--- config.mk ---
export PLATFORM = sky130hd
export DESIGN_NAME = param_sram_ctrl
export DESIGN_NICKNAME = d
export VERILOG_FILES = /design/src/rtl/param_sram_ctrl.sv
export SDC_FILE = /design/constraint.sdc
export NUM_CORES = 1
export LEC_CHECK = 0
export ABC_AREA = 1
export CAP_MARGIN = 15
export CORE_ASPECT_RATIO = 1.1
export CORE_MARGIN = 3
export CORE_UTILIZATION = 50
export CTS_BUF_LIST = sky130_fd_sc_hd__clkbuf_8
export DETAILED_ROUTE_END_ITERATION = 7
export PLACE_DENSITY_LB_ADDON = 0.08
export SLEW_MARGIN = 20
export SYNTH_ARGS = -nofsm -noshare
export SYNTH_HDL_FRONTEND = slang
export SYNTH_SLANG_ARGS = --single-unit
--- constraint.sdc ---
create_clock -name clk -period 3.3 [get_ports clk]
set_input_delay 0.99 -clock clk [delete_from_list [all_inputs] [get_ports clk]]
set_output_delay 0.99 -clock clk [all_outputs]
set_load 0.05 [all_outputs]
--- src/rtl/param_sram_ctrl.sv ---
// Parametrised single-port synchronous SRAM with byte-lane write enables,
// a registered read port behind a valid/ready handshake, and a clear engine
// that sweeps every word to CLEAR_VAL after reset or on clear_start.
module param_sram_ctrl #(
  parameter int unsigned          DATA_W    = 32,
  parameter int unsigned          DEPTH     = 16,
  parameter logic [DATA_W-1:0]    CLEAR_VAL = '0,
  localparam int unsigned         ADDR_W    = $clog2(DEPTH),
  localparam int unsigned         BE_W      = DATA_W / 8
) (
  input  logic              clk,
  input  logic              rst_n,
  input  logic              req_valid,
  output logic              req_ready,
  input  logic              req_we,
  input  logic [ADDR_W-1:0] req_addr,
  input  logic [DATA_W-1:0] req_wdata,
  input  logic [BE_W-1:0]   req_be,
  output logic              rsp_valid,
  output logic [DATA_W-1:0] rsp_rdata,
  output logic              rsp_err,
  input  logic              clear_start,
  output logic              busy
);

  typedef enum logic {
    ST_CLEAR = 1'b0,
    ST_READY = 1'b1
  } state_e;

  localparam logic [ADDR_W-1:0] LAST_ADDR = ADDR_W'(DEPTH - 1);

  state_e              state_q, state_d;
  logic [ADDR_W-1:0]   clr_cnt_q, clr_cnt_d;
  logic                rsp_valid_q, rsp_valid_d;
  logic [DATA_W-1:0]   rsp_rdata_q, rsp_rdata_d;
  logic                rsp_err_q, rsp_err_d;

  logic [DATA_W-1:0]   mem_q [DEPTH];

  logic                accept;
  logic                in_range;
  logic                wr_en;
  logic                clr_en;
  logic [DATA_W-1:0]   cur_word;
  logic [DATA_W-1:0]   wr_word;

  // Status outputs decode straight from the state register.
  assign busy      = (state_q == ST_CLEAR);
  assign req_ready = (state_q == ST_READY);

  assign accept    = req_valid && req_ready;
  // Only reachable when DEPTH is not a power of two.
  assign in_range  = (32'(req_addr) < DEPTH);
  assign wr_en     = accept && req_we && in_range;
  assign clr_en    = (state_q == ST_CLEAR);

  // Current contents of the addressed word; zero for out-of-range reads.
  always_comb begin
    cur_word = '0;
    if (in_range) cur_word = mem_q[req_addr];
  end

  // Merge write data into the current word lane by lane.
  for (genvar i = 0; i < BE_W; i++) begin : g_lane
    assign wr_word[i*8 +: 8] = req_be[i] ? req_wdata[i*8 +: 8] : cur_word[i*8 +: 8];
  end

  // Storage: the clear sweep and request writes never overlap since they
  // live in different FSM states. Contents are not reset.
  always_ff @(posedge clk) begin
    if (clr_en)     mem_q[clr_cnt_q] <= CLEAR_VAL;
    else if (wr_en) mem_q[req_addr]  <= wr_word;
  end

  // Next-state: sweep sequencing, clear_start handling and read response.
  always_comb begin
    state_d     = state_q;
    clr_cnt_d   = clr_cnt_q;
    rsp_valid_d = 1'b0;
    rsp_rdata_d = rsp_rdata_q;
    rsp_err_d   = 1'b0;
    case (state_q)
      ST_CLEAR: begin
        // clear_start is ignored here; the sweep never restarts mid-way.
        if (clr_cnt_q == LAST_ADDR) begin
          state_d   = ST_READY;
          clr_cnt_d = '0;
        end else begin
          clr_cnt_d = clr_cnt_q + 1'b1;
        end
      end
      ST_READY: begin
        if (clear_start) begin
          state_d   = ST_CLEAR;
          clr_cnt_d = '0;
        end
      end
      default: begin
        state_d   = ST_CLEAR;
        clr_cnt_d = '0;
      end
    endcase
    // A read accepted on the clear_start edge still returns pre-clear data,
    // because the array is sampled before the sweep's first write.
    if (accept && !req_we) begin
      rsp_valid_d = 1'b1;
      rsp_rdata_d = cur_word;
      rsp_err_d   = !in_range;
    end
  end

  // State and response registers; reset drops any pending response.
  always_ff @(posedge clk or negedge rst_n) begin
    if (!rst_n) begin
      state_q     <= ST_CLEAR;
      clr_cnt_q   <= '0;
      rsp_valid_q <= 1'b0;
      rsp_rdata_q <= '0;
      rsp_err_q   <= 1'b0;
    end else begin
      state_q     <= state_d;
      clr_cnt_q   <= clr_cnt_d;
      rsp_valid_q <= rsp_valid_d;
      rsp_rdata_q <= rsp_rdata_d;
      rsp_err_q   <= rsp_err_d;
    end
  end

  assign rsp_valid = rsp_valid_q;
  assign rsp_rdata = rsp_rdata_q;
  assign rsp_err   = rsp_err_q;

endmodule

==> results.toml <==
[outcome]
outcome = "finished, final reports clean"

[routing]
vias_per_cell = 5.152
highest_layer = "met4"
dr_wl_met2_um = 30500
dr.pass1.iters = 5
wl_met1_um = 26810
wl_met3_um = 4324
initialDrtViolationCount = 1282
drt-total-wl_um = 64170
ant_nets = 0
via_count = 16739
routedWlPerCell_um = 19.75
drc_errors = 0

[timing]
setup_slack_ps = 199.3
fin_skew_ps = 28.41
setup-violations-final = 0
worst_slew_pin_slew_ps = 727.4
fmax_ghz = 0.3225
fin_crit_sh_pct = 93.96
finalHoldViolations = 0
slew_headroom_pct = 51.50
layout_min_cycle_time_ps = 3101
rsz0062_at_grt = "no"
holdWs_ps = 375.6
slew_violations = 0

[critical_path]
start_kind = "flop"
cp_cell_sequence = "clkdlybuf4s50_1"
crit_fanout = 6
reg2reg_depth = 6
setup.worst_path.end_class = "output pin"
max_stage_delay_ps = 880
rr_startpoint = "req_ready"
cp_top_family = "buffers and inverters"
cp.buffers_inverters = 1
critical_path_class = "flop to output pin"
slowest_stage = "clkdlybuf4s50_1"
r2r_end = "mem_q[2][14]"
cp.depth = 1
arrival_ps = 2110
cp_data_required_time_ps = 2310
r2r_slack_ps = 810

[global_route]
grt_antenna_before_repair = 2
grt_pass1_vias = 16667
grt_max_degree = 91
grt_first_pass_wirelength_um = 98790
track_usage_pct = 25.60
overflow = 0

[synthesis]
synth_ff_type = "edfxtp_1"
synth_fp_nets = 2419
synth_area_um2 = 23960
avgSynthCellArea_um2 = 10.10
ys_types = 23
synth_edf_count = 512
ys_seq_area_share_pct = 68.14
yosysWarnings = 0
syn_inst = 2373
synth-seq-cells = 550
synth_async_sr_flop_share_pct = 6.909

[floorplanning]
dieArea_um2 = 50590
die_h_um = 235.6
die_w_um = 214.7
fp-row-count = 83
core_um2 = 47040
ios = 81
start_util_pct = 50.93

[clocking]
htreeDepth = 3
cts_made_buffers = 90
clk_pin_slew_ps = 70
cts_tree = "built"
clk_latency_ps = 670
post_cts_resized = 0
ctsHoldBuffers = 0
clock_sinks = 550
cts_root_buffer = "clkbuf_8"
clock_path_buffers = 3
post_cts_buffers = 0

[placed_design]
hpwl_um = 39470
port_buffers = 79
place_congestion = 0.8344
place_ws_ps = -32.73

[layout]
drive_above_1_share_pct = 10.19
area_growth_pct = 17.96
nFillCells = 3949
postLayoutCoreUtil_pct = 60.08
regArea_um2 = 16330
final_cell_mix = "941 x nand2_1, 512 x edfxtp_1, 357 x nand3_1, 320 x inv_1, 97 x clkbuf_8"
multiInputGateArea_um2 = 5852
final_common_cell = "nand2_1"
layout.nets = 2583

[hold_path]
min_path_type = "input pin to async pin"

[pwr]
irDropWorstVdd_uv = 436.9
powerDensity_nw_per_um2 = 707.2
cellLeakagePower_uw = 0.01241

[run]
cap_viol_max_count = 0
where the power goes:
| part | switching [uW] | leakage, uW | internal [uW] |
|---|---|---|---|
| Clock | 2730 | 0.00101 | 3430 |
| Combinational | 3070 | 0.00613 | 1370 |
| Sequential | 366 | 0.00527 | 9020 |
| Total | 6170 | 0.0124 | 13800 |
final cells by class:
type / instances / area share, %
Antenna cell: 1 / 0.008853
Clock buffer: 97 / 4.723
Clock inverter: 69 / 1.903
Inverter: 306 / 4.090
Multi-Input combinational cell: 1396 / 20.70
Sequential cell: 550 / 57.76
Tap cell: 637 / 2.820
Timing Repair Buffer: 193 / 7.990
metrics by stage:
step / std cells / setup TNS, ps / total power (uW) / instance area (um^2)
3_5_place_dp: 3082 / -1983 / 13980 / 26390
6_report: 3249 / 0 / 19990 / 28260
2_1_floorplan: 2373 / -101860 / 11950 / 23960
5_1_grt: 3248 / 0 / 20890 / 28260
4_1_cts: 3248 / 0 / 20130 / 28260
3_3_place_gp: 3082 / -7031 / 13920 / 26390
registers in the layout, indices dropped and copies added (netlist names):
name / cells
rsp_valid: 1
req_ready: 1
rsp_rdata: 32
clr_cnt_q: 4
mem_q: 512
layer usage:
layer	track usage (%)	vias up
met5	0	-
met2	41.75	590
met1	34.18	8000
li1	-	8001
met4	11.29	0
met3	4.053	148
cell families (layout without fill, tap and decap cells):
| kind of cell | count (synthesis) | count (layout) | synth area share, % |
|---|---|---|---|
| buffers and inverters | 427 | 665 | 7.963 |
| DFF | 550 | 550 | 68.14 |
| adders and majority gates | 1 | 1 | 0.05221 |
| xor gates and xnor gates | 1 | 1 | 0.03656 |
| and+or+nand+nor | 1383 | 1383 | 23.58 |
| AOI/OAI and AO/OA | 10 | 10 | 0.2193 |
| other | 1 | 2 | 0.01565 |
cells in the mapped netlist, types with 2 or more instances:
cell      count  share of area [%]
buf_1         8               0.13
buf_4        11               0.34
nor2_1       82                1.3
o21ai_0       4              0.084
nand2_1     941                 15
clkbuf_1     28               0.44
o21ai_1       2              0.042
inv_1       305                4.8
buf_2        48                1.0
a21oi_1       2              0.042
o22ai_1       2              0.052
edfxtp_1    512                 64
nand3_1     357                7.5
buf_6        25                1.2
dfrtp_1      38                4.0
how the worst max path moves through the flow:
stage                            from            end  slack (ps)
after floorplan           req_addr[0]    mem_q[7][0]        -230
after global placement         req_we  mem_q[13][24]         -50
after detailed placement       req_we  mem_q[13][24]         -30
after CTS                   req_ready           busy           3
after global routing        req_ready      req_ready         130
final                       req_ready      req_ready         200
Power figures use the tool's default switching activity.
